**src/rtl/econet_line_ctrl.sv**
```systemverilog
// Econet transmit-side line controller: clock/idle monitoring, line arbitration and flag sequencing.
// Define ECONET_COLLISION_DETECT_EN to abort on rxdata/tx_flag mismatch during flags.
module econet_line_ctrl #(
  parameter int NOCLK_TIMEOUT = 256,
  parameter int IDLE_BITS     = 15,
  parameter int BACKOFF_BITS  = 4,
  parameter int OPEN_FLAGS    = 2,
  parameter int TURN_BITS     = 8
) (
  input  logic       mclk,
  input  logic       reset,
  input  logic       netclk,
  input  logic       rxdata,
  input  logic       tx_req,
  input  logic       tx_last,
  input  logic       irq_clr,
  output logic       tx_grant,
  output logic       tx_flag,
  output logic       txen,
  output logic       tx_done,
  output logic       tx_abort,
  output logic [1:0] status,
  output logic       no_clock,
  output logic       idle,
  output logic       irq,
  output logic [2:0] dbg_state
);
  localparam int NCW  = $clog2(NOCLK_TIMEOUT + 1);
  localparam int IBW  = $clog2(IDLE_BITS + 1);
  localparam int FCW  = $clog2(OPEN_FLAGS * 8 + 1);
  localparam int PMAX = (BACKOFF_BITS > TURN_BITS) ? BACKOFF_BITS : TURN_BITS;
  localparam int PCW  = $clog2(PMAX + 1);
  localparam logic [NCW-1:0] NOCLK_MAX = NCW'(NOCLK_TIMEOUT);
  localparam logic [IBW-1:0] IDLE_MAX  = IBW'(IDLE_BITS);
  localparam logic [FCW-1:0] OPEN_LEN  = FCW'(OPEN_FLAGS * 8);
  localparam logic [FCW-1:0] CLOSE_LEN = FCW'(8);
  localparam logic [7:0]     FLAG      = 8'h7E;

  typedef enum logic [2:0] {
    S_IDLE    = 3'd0,
    S_WAIT    = 3'd1,
    S_BACKOFF = 3'd2,
    S_OPEN    = 3'd3,
    S_DATA    = 3'd4,
    S_CLOSE   = 3'd5,
    S_TURN    = 3'd6
  } state_t;

  state_t         state, state_n;
  logic [2:0]     nclk_s;
  logic [1:0]     rx_s;
  logic           bit_tick, rx_bit;
  logic [NCW-1:0] clk_cnt;
  logic [IBW-1:0] ones_cnt;
  logic [FCW-1:0] flag_cnt, flag_cnt_n;
  logic [PCW-1:0] per_cnt, per_cnt_n;
  logic           tx_flag_n, done_n, abort, coll, in_frame;
  logic           req_armed, no_clock_d;

  // nclk_s[2] is the previous synchronised level, used for rising-edge detection
  always_ff @(posedge mclk or negedge reset) begin
    if (!reset) begin
      nclk_s <= '0;
      rx_s   <= 2'b11;
    end else begin
      nclk_s <= {nclk_s[1:0], netclk};
      rx_s   <= {rx_s[0], rxdata};
    end
  end

  assign bit_tick = nclk_s[1] & ~nclk_s[2];
  assign rx_bit   = rx_s[1];

  // Counter starts saturated so the controller treats the network as clockless until the first tick
  always_ff @(posedge mclk or negedge reset) begin
    if (!reset) begin
      clk_cnt  <= NOCLK_MAX;
      ones_cnt <= '0;
    end else begin
      if (bit_tick)                 clk_cnt <= '0;
      else if (clk_cnt != NOCLK_MAX) clk_cnt <= clk_cnt + NCW'(1);
      if (bit_tick) begin
        if (!rx_bit)                  ones_cnt <= '0;
        else if (ones_cnt != IDLE_MAX) ones_cnt <= ones_cnt + IBW'(1);
      end
    end
  end

  assign no_clock = (clk_cnt == NOCLK_MAX);
  assign idle     = (ones_cnt == IDLE_MAX) && !no_clock && !txen;
  assign in_frame = (state == S_BACKOFF) || (state == S_OPEN) ||
                    (state == S_DATA) || (state == S_CLOSE);

`ifdef ECONET_COLLISION_DETECT_EN
  // tx_flag still holds the bit driven on the previous tick; CLOSE with flag_cnt==0 is still data
  assign coll = bit_tick && ((state == S_OPEN) || (state == S_CLOSE && flag_cnt != '0)) &&
                (rx_bit != tx_flag);
`else
  assign coll = 1'b0;
`endif

  always_comb begin
    state_n    = state;
    flag_cnt_n = flag_cnt;
    per_cnt_n  = per_cnt;
    tx_flag_n  = tx_flag;
    done_n     = 1'b0;
    abort      = 1'b0;
    case (state)
      S_IDLE:    if (tx_req && !no_clock && req_armed) state_n = S_WAIT;
      S_WAIT: begin
        if (idle) begin
          state_n   = S_BACKOFF;
          per_cnt_n = PCW'(BACKOFF_BITS);
        end
      end
      S_BACKOFF: begin
        if (bit_tick) begin
          if (!rx_bit) state_n = S_WAIT;
          else if (per_cnt == PCW'(1)) begin
            state_n    = S_OPEN;
            tx_flag_n  = FLAG[0];
            flag_cnt_n = FCW'(1);
          end else per_cnt_n = per_cnt - PCW'(1);
        end
      end
      S_OPEN: begin
        if (bit_tick) begin
          if (flag_cnt == OPEN_LEN) begin
            state_n   = S_DATA;
            tx_flag_n = 1'b1;
          end else begin
            tx_flag_n  = FLAG[flag_cnt[2:0]];
            flag_cnt_n = flag_cnt + FCW'(1);
          end
        end
      end
      S_DATA: begin
        if (tx_last) begin
          state_n    = S_CLOSE;
          flag_cnt_n = '0;
        end
      end
      S_CLOSE: begin
        if (bit_tick) begin
          if (flag_cnt == CLOSE_LEN) begin
            state_n   = S_TURN;
            tx_flag_n = 1'b1;
            per_cnt_n = PCW'(TURN_BITS);
          end else begin
            tx_flag_n  = FLAG[flag_cnt[2:0]];
            flag_cnt_n = flag_cnt + FCW'(1);
          end
        end
      end
      S_TURN: begin
        if (bit_tick) begin
          if (per_cnt == PCW'(1)) begin
            state_n = S_IDLE;
            done_n  = 1'b1;
          end else per_cnt_n = per_cnt - PCW'(1);
        end
      end
      default: state_n = S_IDLE;
    endcase
    if (in_frame && (no_clock || coll)) begin
      abort     = 1'b1;
      state_n   = S_IDLE;
      tx_flag_n = 1'b1;
    end
    txen     = ((state == S_OPEN) || (state == S_DATA) || (state == S_CLOSE)) && !abort;
    tx_grant = ((state == S_DATA) || (state == S_CLOSE && flag_cnt == '0)) && !abort;
    tx_abort = abort;
  end

  always_ff @(posedge mclk or negedge reset) begin
    if (!reset) begin
      state      <= S_IDLE;
      flag_cnt   <= '0;
      per_cnt    <= '0;
      tx_flag    <= 1'b1;
      tx_done    <= 1'b0;
      status     <= 2'd0;
      req_armed  <= 1'b1;
      no_clock_d <= 1'b1;
      irq        <= 1'b0;
    end else begin
      state      <= state_n;
      flag_cnt   <= flag_cnt_n;
      per_cnt    <= per_cnt_n;
      tx_flag    <= tx_flag_n;
      tx_done    <= done_n;
      no_clock_d <= no_clock;
      if (abort)       status <= no_clock ? 2'd1 : 2'd2;
      else if (done_n) status <= 2'd0;
      if (done_n || abort) req_armed <= 1'b0;
      else if (!tx_req)    req_armed <= 1'b1;
      if (tx_done || abort || (no_clock && !no_clock_d)) irq <= 1'b1;
      else if (irq_clr)                                  irq <= 1'b0;
    end
  end

  assign dbg_state = state;
endmodule

```
**config.mk**
```make
export PLATFORM = sky130hd
export DESIGN_NAME = econet_line_ctrl
export DESIGN_NICKNAME = d
export VERILOG_FILES = /design/src/rtl/econet_line_ctrl.sv
export SDC_FILE = /design/constraint.sdc
export NUM_CORES = 1
export LEC_CHECK = 0
export ABC_CLOCK_PERIOD_IN_PS = 3800
export BUFFER_PORTS_ARGS = -buffer_cell sky130_fd_sc_hd__buf_2
export CAP_MARGIN = 30
export CORE_ASPECT_RATIO = 1.1
export CORE_UTILIZATION = 63
export DETAILED_ROUTE_END_ITERATION = 8
export PLACE_DENSITY = 0.85
export SLEW_MARGIN = 20
export SYNTH_ARGS = -nofsm -noshare
export SYNTH_HDL_FRONTEND = slang
export SYNTH_SLANG_ARGS = --single-unit
```
**constraint.sdc**
```tcl
create_clock -name mclk -period 3.8 [get_ports mclk]
set_input_delay 0.19 -clock mclk [delete_from_list [all_inputs] [get_ports mclk]]
set_output_delay 0.19 -clock mclk [all_outputs]
set_load 0.1 [all_outputs]
```
# ---- Word-level counts from Yosys, hierarchy flattened
# Memories as Yosys holds them, arrays and structs flattened.
# Cells that the tools add are included.
dict set report totals {
  regBits 37
  rom_bits 8
  output_inout_bits 13
  elab_cells 151
  mem_count 1
}
dict set report op_classes {
  n_addsub 4
  n_lt_le_gt_ge 1
  n_eq_ne 39
  n_mux 56
  n_bitwise 2
  reduce_logical 35
}
# name depth width rd rd_ports_with_merged_regs wr line
set memory_table {}
lappend memory_table {{(no name shown)} 8 1 1 0 0 151} ;# tx_flag_n = FLAG[flag_cnt[2:0]];
# cell n
set op_table {}
lappend op_table {{5-bit 2-to-1 mux} 8}
lappend op_table {{3-bit 2-to-1 mux} 13}
lappend op_table {{4-bit 2-to-1 mux} 9}
lappend op_table {{3-bit != test, second input constant} 7}
lappend op_table {{3-bit one-hot mux with 7 select lines} 1}
lappend op_table {{2-bit != test, second input constant} 10}
lappend op_table {{5-bit one-hot mux with 4 select lines} 1}
lappend op_table {{9-bit 2-to-1 mux} 2}
lappend op_table {{1-bit 2-to-1 mux} 17}
lappend op_table {{4-bit one-hot mux with 4 select lines} 1}
lappend op_table {{4-bit nonzero test} 3}
lappend op_table {{11-bit AND reduction} 1}
lappend op_table {{9-bit by 1-bit adder with 9-bit output, second input constant} 1}
lappend op_table {{3-bit equality test, second input constant} 3}
lappend op_table {{9-bit equality test, second input constant} 1}
lappend op_table {{1-bit logical AND} 9}
lappend op_table {{1-bit logical OR} 9}
lappend op_table {{3-bit by 2-bit != test with 1-bit output, second input constant} 3}
lappend op_table {{9-bit != test, second input constant} 1}
lappend op_table {{9-bit AND reduction} 1}
lappend op_table {{7-bit AND reduction} 1}
lappend op_table {{3-bit by 2-bit equality test with 1-bit output, second input constant} 2}
lappend op_table {{2-bit 2-to-1 mux} 3}
lappend op_table {{2-bit by 1-bit != test with 1-bit output, second input constant} 3}
lappend op_table {{other kinds (21)} 27}

# ---- Logic depth before layout (Yosys ltp)
# Gate-level depths: netlist of the first run.
dict set report depth {
  depth_word 13
  ltp_mapped 8
  ltp_nobuf 8
}

# ---- Worst setup path after synthesis of the first run
# No wires, ideal clock.
dict set report synth_timing {
  path_type {register to output}
  from {reg state[1] (netlist: dbg_state[1])}
  to {out idle}
  arrival_time_ns 3.959
  slack_ns -0.349
  stages_incl_launch_ff 8
  cell_sequence {dfrtp_1 inv_1 ha_1 buf_2 nor2_1 nand2_1 a21boi_0 nor3_1}
}
dict set report synth_via {
  elab_chain_cells 10
}
# element line
set synth_rtl {}
lappend synth_rtl {{from (decl)} 49} ;# state_t state, state_n;
lappend synth_rtl {{from (signal assigned)} 188} ;# state <= state_n;
lappend synth_rtl {{3-bit by 2-bit equality test with 1-bit output (on tied branches)} {91, 171}}
lappend synth_rtl {{1-bit logical OR (2 in a row)} 91} ;# assign in_frame = (state == S_BACKOFF) || (state == S_OPEN) ||
lappend synth_rtl {{1-bit logical OR} 92} ;# (state == S_DATA) || (state == S_CLOSE);
lappend synth_rtl {{1-bit logical AND} 166} ;# if (in_frame && (no_clock || coll)) begin
lappend synth_rtl {{1-bit 2-to-1 mux} 166}
lappend synth_rtl {{1-bit zero test} 171} ;# txen = ((state == S_OPEN) || (state == S_DATA) || (state == S_CLOSE)) && !abort;
lappend synth_rtl {{1-bit logical AND (*)} 171}
lappend synth_rtl {{1-bit zero test (*)} 90} ;# assign idle = (ones_cnt == IDLE_MAX) && !no_clock && !txen;
lappend synth_rtl {{1-bit logical AND (*)} 90}
lappend synth_rtl {{to (decl)} 24} ;# output logic idle,
# Mark *: on every way between the ends. The rest lies on a longest branch, timed or not.

# ---- Final worst setup path of the first run
dict set report layout_timing {
  from {reg state[0] (netlist: dbg_state[0])}
  to {out tx_grant}
}
dict set report layout_via {
  elab_chain_cells 8
}
# element line
set layout_rtl {}
lappend layout_rtl {{3-bit by 2-bit equality test with 1-bit output} 91}
lappend layout_rtl {{1-bit logical OR (2 in a row)} 91}
lappend layout_rtl {{1-bit logical OR} 92}
lappend layout_rtl {{1-bit logical AND} 166}
lappend layout_rtl {{1-bit 2-to-1 mux} 166}
lappend layout_rtl {{1-bit zero test} 172} ;# tx_grant = ((state == S_DATA) || (state == S_CLOSE && flag_cnt == '0)) && !abort;
lappend layout_rtl {{1-bit logical AND (*)} 172}
lappend layout_rtl {{to (decl)} 17} ;# output logic tx_grant,
# Marks and branches as above.

==> results of run 1 <==
final cells by class:
type,count,area [um^2]
Multi-Input combinational cell,159,1140
Fill cell,259,936
Sequential cell,37,933
Timing Repair Buffer,23,133
Inverter,18,70.1
Tap cell,48,60.1
Clock buffer,8,58.8
critical path: cells and delay by family (launching register included):
family	cells	cell delay [ns]
buf+inv	2	0.54
simple gates	1	0.14
fa+ha+maj	1	0.36
compound gates	2	0.79
flops	1	0.43
cell families after synthesis:
logic type | synth area share
compound gates | 0.182
xor+xnor | 0.0281
fa+ha+maj | 0.0630
buf+inv | 0.0527
flops | 0.428
mux | 0.0206
simple gates | 0.226
metal layers:
layer	global-route usage	wire length (um)	vias to the layer above
met5	0	0	-
met4	0.0804	62	0
met3	0.0688	204	8
met2	0.404	2000	53
met1	0.334	1880	836
li1	-	-	838
report_power, final:
part           switching [W]  leakage, nW  internal, W
clock               0.000119       0.0326    0.0000913
sequential          0.000125        0.468     0.000478
combinational       0.000691        0.625     0.000339
total               0.000935         1.13     0.000908
cell usage after synthesis (2+ instances only):
master / number
nor2b_1: 5
dfstp_2: 6
nand3_1: 9
buf_6: 2
nor3b_1: 2
nand4_1: 3
buf_2: 3
nand2_1: 24
xor2_1: 6
nor3_1: 3
a21oi_1: 7
nor2_1: 13
inv_1: 17
a211o_1: 4
nor4b_2: 2
nand3b_1: 2
o31ai_1: 4
a311oi_1: 2
o21ai_0: 14
ha_1: 11
nand2b_1: 5
and3_1: 3
mux2i_1: 2
dfrtp_1: 31
o32ai_1: 2
and2_1: 3
a22o_1: 2
registers in the layout, indices dropped and copies added (netlist names):
register    count
irq             1
dbg_state       3
flag_cnt        5
nclk_s          3
per_cnt         4
rx_s            2
req_armed       1
ones_cnt        4
status          2
no_clock_d      1
clk_cnt         9
tx_flag         1
tx_done         1
metrics by stage:
stage	util	instance area (um^2)	power, W
3_5_place_dp	0.692	2310	0.00163
3_3_place_gp	0.692	2310	0.00161
5_1_grt	0.719	2390	0.00199
6_report	0.719	2390	0.00184
2_1_floorplan	-	2190	0.00147
4_1_cts	0.719	2390	0.00185
worst max path at each step:
stage,startpoint,end,slack (ns),depth (start not counted)
after floorplan,dbg_state[0]$_DFFE_PN0P_,tx_grant,0.03,6
after global placement,clk_cnt[0]$_DFFE_PN0P_,tx_abort,1.40,8
after detailed placement,clk_cnt[0]$_DFFE_PN0P_,tx_abort,1.41,8
after CTS,clk_cnt[0]$_DFFE_PN0P_,tx_abort,1.02,8
after global routing,dbg_state[0]$_DFFE_PN0P_,tx_grant,0.85,6
final,dbg_state[0]$_DFFE_PN0P_,tx_grant,1.01,6
==> results_dict.tcl, run 1 <==
set metrics [dict create \
    status "completed" \
    yosysSeqAreaShare 0.428 \
    start_kind "flop" \
    ys_types 61 \
    clock_path_buffers 2 \
    syn_nets 239 \
    hold_buffers 3 \
    synthCells 221 \
    final_nets 262 \
    ys_async_sr_fraction 1.00 \
    hold-path-endpoint "req_armed$_DFFE_PN1P_" \
    grt_first_pass_wirelength_um 7180 \
    rsz0062_at_grt "false" \
    die_w_um 58.1 \
    netlist.area_leader.share 0.355 \
    setup_tns_ns 0 \
    layout_commonest_cell "dfrtp_1" \
    regToRegStartpoint "dbg_state[2]$_DFFE_PN0P_" \
    timing.fmax_mhz 358 \
    numCtsBuffers 5 \
    grt_pass1_vias 1622 \
    layout_common_cells "dfrtp_1, nand2_1, buf_2, inv_1, o21ai_0" \
    path_cells "inv_1 > ha_1 > o311ai_2 > nand2_1 > a21oi_1 > buf_2" \
    routed-via-count 1735 \
    period_share 0.735 \
    drt-total-wl_um 4150 \
    hp-class "input pin to flop" \
    ios 20 \
    antenna_left 0 \
    clkTransAtPathRegs_ns 0.10 \
    dr.pass1.iters 4 \
    crit_required_ns 3.61 \
    portBuffers 19 \
    final_cells 293 \
    wire_per_inst_um 14.2 \
    cts_resized 0 \
    antenna_cells 0 \
    dp_cells 282 \
    worstSetupPathType "flop to output port" \
    pre_cts_ws_ns 1.41 \
    die_area_um2 3710 \
    ir_worst_vdd_mv 0.781 \
    cts.sinks 37 \
    first_iter_violations 69 \
    p_leak_nw 1.13 \
    timing.final.ws_setup_ns 1.01 \
    grt_start_max_net_pins 38 \
    crit_slowest_cell "o311ai_2" \
    synthToLayoutAreaGrowth_pct 9.68 \
    synth_area_um2 2180 \
    drive_gt1_frac 0.204 \
    initial_core_util 0.656 \
    clk-insertion-delay-late_ns 0.34 \
    cts_setup_buffers 0 \
    ctsRootBufferMaster "clkbuf_4" \
    cp.arrival_ns 2.60 \
    synth_edf_count 0 \
    cap_violations 0 \
    final_max_slew_viol_count 0 \
    regToRegEndpoint "dbg_state[0]$_DFFE_PN0P_" \
    min_period_ns 2.79 \
    synth_area_per_cell_um2 9.88 \
    antenna_found_initial 0 \
    crit_path_end_kind "output port" \
    hold_viol_final 0 \
    drt-vias-per-instance 5.92 \
    worst_path_largest_cell_delay_ns 0.58 \
    dieHeight_um 63.7 \
    synth_ff_type "dfrtp_1" \
    whs_ns 0.107 \
    cp_max_fo 12 \
    synth_warnings 0 \
    drc 0 \
    core_area_um2 3330 \
    synth-seq-cells 37 \
    overflow 0 \
    dp_hpwl_um 3030 \
    synth_area_leader_cell "dfrtp_1" \
    finClkSkew_ns 0.00839 \
    synth_area_leaders "dfrtp_1, dfstp_2, ha_1" \
    ff2ff_setup_slack_ns 1.39 \
    relSlewSlack 0.481 \
    whs_path_depth 3 \
    p_per_area_nw_per_um2 770 \
    gp_congestion 0.895 \
    rows 22 \
    reg2regPathDepth 5 \
    ctsHtreeMaxLevel 2 \
    min_from "tx_req" \
    worst_pin_slew_ns 0.779 \
    setup_violations 0 \
    grtUsageTotal 0.253 \
    cts_tree "built" \
]
(Power assumes the default switching activity.)
==> inputs of run 2 (changes only) <==
- ABC_AREA: not set -> 1
- ABC_CLOCK_PERIOD_IN_PS: 3800 -> 2400
- CORE_UTILIZATION: 63 -> 53
- PLACE_DENSITY: 0.85 -> 0.76
- clock period: 3.8 -> 2.4 ns (I/O delays scaled with it)
==> results_dict.tcl, run 2 <==
set metrics [dict create \
    grt_pass1_vias 1621 \
    ctsHtreeMaxLevel 2 \
    synth_area_per_cell_um2 8.07 \
    wire_per_inst_um 11.8 \
    setup_tns_ns 0 \
    dr.pass1.iters 7 \
    synth_edf_count 0 \
    final_nets 313 \
    clock_path_buffers 2 \
    placedInstanceArea_um2 2320 \
    intPower_w 0.00135 \
    grt_start_max_net_pins 38 \
    cts_resized 0 \
    portBuffers 19 \
    first_iter_violations 95 \
    cp.arrival_ns 2.11 \
    hold_viol_final 0 \
    grt.busiest_layer "met2" \
    status "completed" \
    synth_area_leader_cell "dfrtp_1" \
    synthCells 267 \
    rsz0062_at_grt "false" \
    hp-class "input pin to flop" \
    cp_max_fo 7 \
    core_area_um2 3770 \
    die_area_um2 4330 \
    cts_setup_buffers 0 \
    drt-total-wl_um 4090 \
    numCtsBuffers 5 \
    whs_path_depth 2 \
    antenna_cells 0 \
    synth_common_cells "nand2_1, inv_1, dfrtp_1" \
    worst_pin_slew_ns 0.798 \
    synth_area_um2 2160 \
    gp_congestion 0.871 \
    p_per_area_nw_per_um2 1100 \
    period_share 0.931 \
    synth.most_common_cell "nand2_1" \
    die_w_um 62.8 \
    ios 20 \
    regToRegEndpoint "tx_flag$_DFFE_PN1P_" \
    p_leak_nw 1.26 \
    timing.fmax_mhz 448 \
    antenna_found_initial 0 \
    finClkSkew_ns 0.0108 \
    largest_reg_flops 9 \
    regToRegStartpoint "dbg_state[0]$_DFFE_PN0P_" \
    clock_power_share 0.163 \
    synth_area_leaders "dfrtp_1, nand2_1, dfstp_2" \
    path_cells "inv_1 > ha_1 > inv_2 > nor2_4 > nor2_4 > nor2_4 > buf_2" \
    dp_hpwl_um 3040 \
    start_kind "flop" \
    met3_usage 0.0510 \
    antenna_left 0 \
    worstSetupPathType "flop to output port" \
    layout_commonest_cell "nand2_1" \
    hold-path-endpoint "irq$_DFFE_PN0P_" \
    cap_violations 0 \
    crit_path_end_kind "output port" \
    netlist.area_leader.share 0.360 \
    clkTransAtPathRegs_ns 0.08 \
    grt_first_pass_wirelength_um 7150 \
    setup_violations 0 \
    p_seq_frac 0.318 \
    reg2regPathDepth 10 \
    syn_nets 285 \
    overflow 0 \
    p_sw_frac 0.498 \
    layout_common_cells "nand2_1, inv_1, nor2_1, dfrtp_1, buf_2" \
    rows 23 \
    synth_ff_type "dfrtp_1" \
    drc 0 \
    synthToLayoutAreaGrowth_pct 13.6 \
    grtUsageTotal 0.217 \
    synth-seq-cells 37 \
    dieHeight_um 68.9 \
    ys_types 33 \
    worst_path_largest_cell_delay_ns 0.47 \
    cts_tree "built" \
    grt_util_met2 0.372 \
    clk-insertion-delay-late_ns 0.30 \
    cp_common_cell "nor2_4" \
    final_area_um2 2450 \
    relSlewSlack 0.468 \
    final_max_slew_viol_count 0 \
    drive_gt1_frac 0.233 \
    crit_slowest_cell "buf_2" \
    crit_required_ns 2.28 \
    top_register "clk_cnt" \
    ctsRootBufferMaster "clkbuf_8" \
    yosysSeqAreaShare 0.433 \
    min_period_ns 2.23 \
    synth_warnings 0 \
    ir_worst_vdd_mv 0.599 \
    p_comb_frac 0.519 \
    cts.sinks 37 \
    met1_usage 0.275 \
    final_cells 346 \
    ff2ff_setup_slack_ns 0.63 \
    top_regs "clk_cnt x9, flag_cnt x5" \
    drt-vias-per-instance 5.04 \
    power.switching_w 0.00135 \
    routed-via-count 1744 \
    dp_cells 334 \
    min_from "irq_clr" \
    ys_async_sr_fraction 1.00 \
    initial_core_util 0.572 \
]
run 2: how the worst max path moves through the flow:
| stage | from | end | slack, ns | depth (start not counted) |
|---|---|---|---|---|
| 3_5_place_dp | dbg_state[0]$_DFFE_PN0P_ | tx_grant | 0.51 | 8 |
| 5_1_grt | dbg_state[0]$_DFFE_PN0P_ | tx_abort | 0.06 | 7 |
| 4_1_cts | dbg_state[0]$_DFFE_PN0P_ | tx_grant | 0.17 | 8 |
| 3_3_place_gp | dbg_state[0]$_DFFE_PN0P_ | tx_abort | 0.54 | 7 |
| 6_report | dbg_state[0]$_DFFE_PN0P_ | tx_abort | 0.17 | 7 |
| 2_1_floorplan | dbg_state[1]$_DFFE_PN0P_ | dbg_state[2]$_DFFE_PN0P_ | 0.04 | 9 |
run 2: power by group through the flow:
stage          Combinational [W]  Clock [W]  Sequential [W]
2_1_floorplan           0.000989          0         0.00104
3_3_place_gp             0.00138          0        0.000865
3_5_place_dp             0.00140          0        0.000871
4_1_cts                  0.00141   0.000452        0.000860
5_1_grt                  0.00156   0.000476        0.000881
6_report                 0.00140   0.000441        0.000859
run 2: area by class of cell:
class	count	area (um^2)
clock buffer	5	68.8
clock inverter	3	22.5
fill	326	1320
inverter	43	164
multi-input combinational	185	1060
sequential	37	937
tap	50	62.6
timing repair buffer	23	135
run 2: timing repair:
action | CTS | global route
endpoints found under the hold margin | 34 | 0
setup endpoints to repair | 0 | 0
hold buffers | 4 | 0
run 2: per-layer routing:
metal  wire [um]  vias up
met5           0        -
met4          59        0
met3         153        7
met2        1900       40
met1        1980      798
li1            -      899
run 2: kinds of logic after synthesis:
kind of cell / after synthesis / synth area share
AND/OR/NAND/NOR: 130 / 0.299
adder cells (fa/ha/maj): 11 / 0.0638
XOR/XNOR: 5 / 0.0203
buffers and inverters: 45 / 0.0847
flip-flops: 37 / 0.433
AO/OA/AOI/OAI: 39 / 0.0987
run 2: critical path: cells and delay by family, from the launching register on:
family	cells	cell delay, ns
and+or+nand+nor	3	0.46
adders and majority gates	1	0.25
DFF	1	0.44
buffers and inverters	3	0.66
run 2: through the flow:
stage	worst slack (ns)	total power, W	hold WS [ns]	util
floorplan	0.0427	0.00203	-0.176	-
global placement	0.540	0.00224	0.228	0.615
detailed placement	0.507	0.00227	0.226	0.615
CTS	0.169	0.00272	0.0507	0.650
global route	0.0624	0.00292	0.0485	0.650
finish	0.166	0.00270	0.0486	0.650
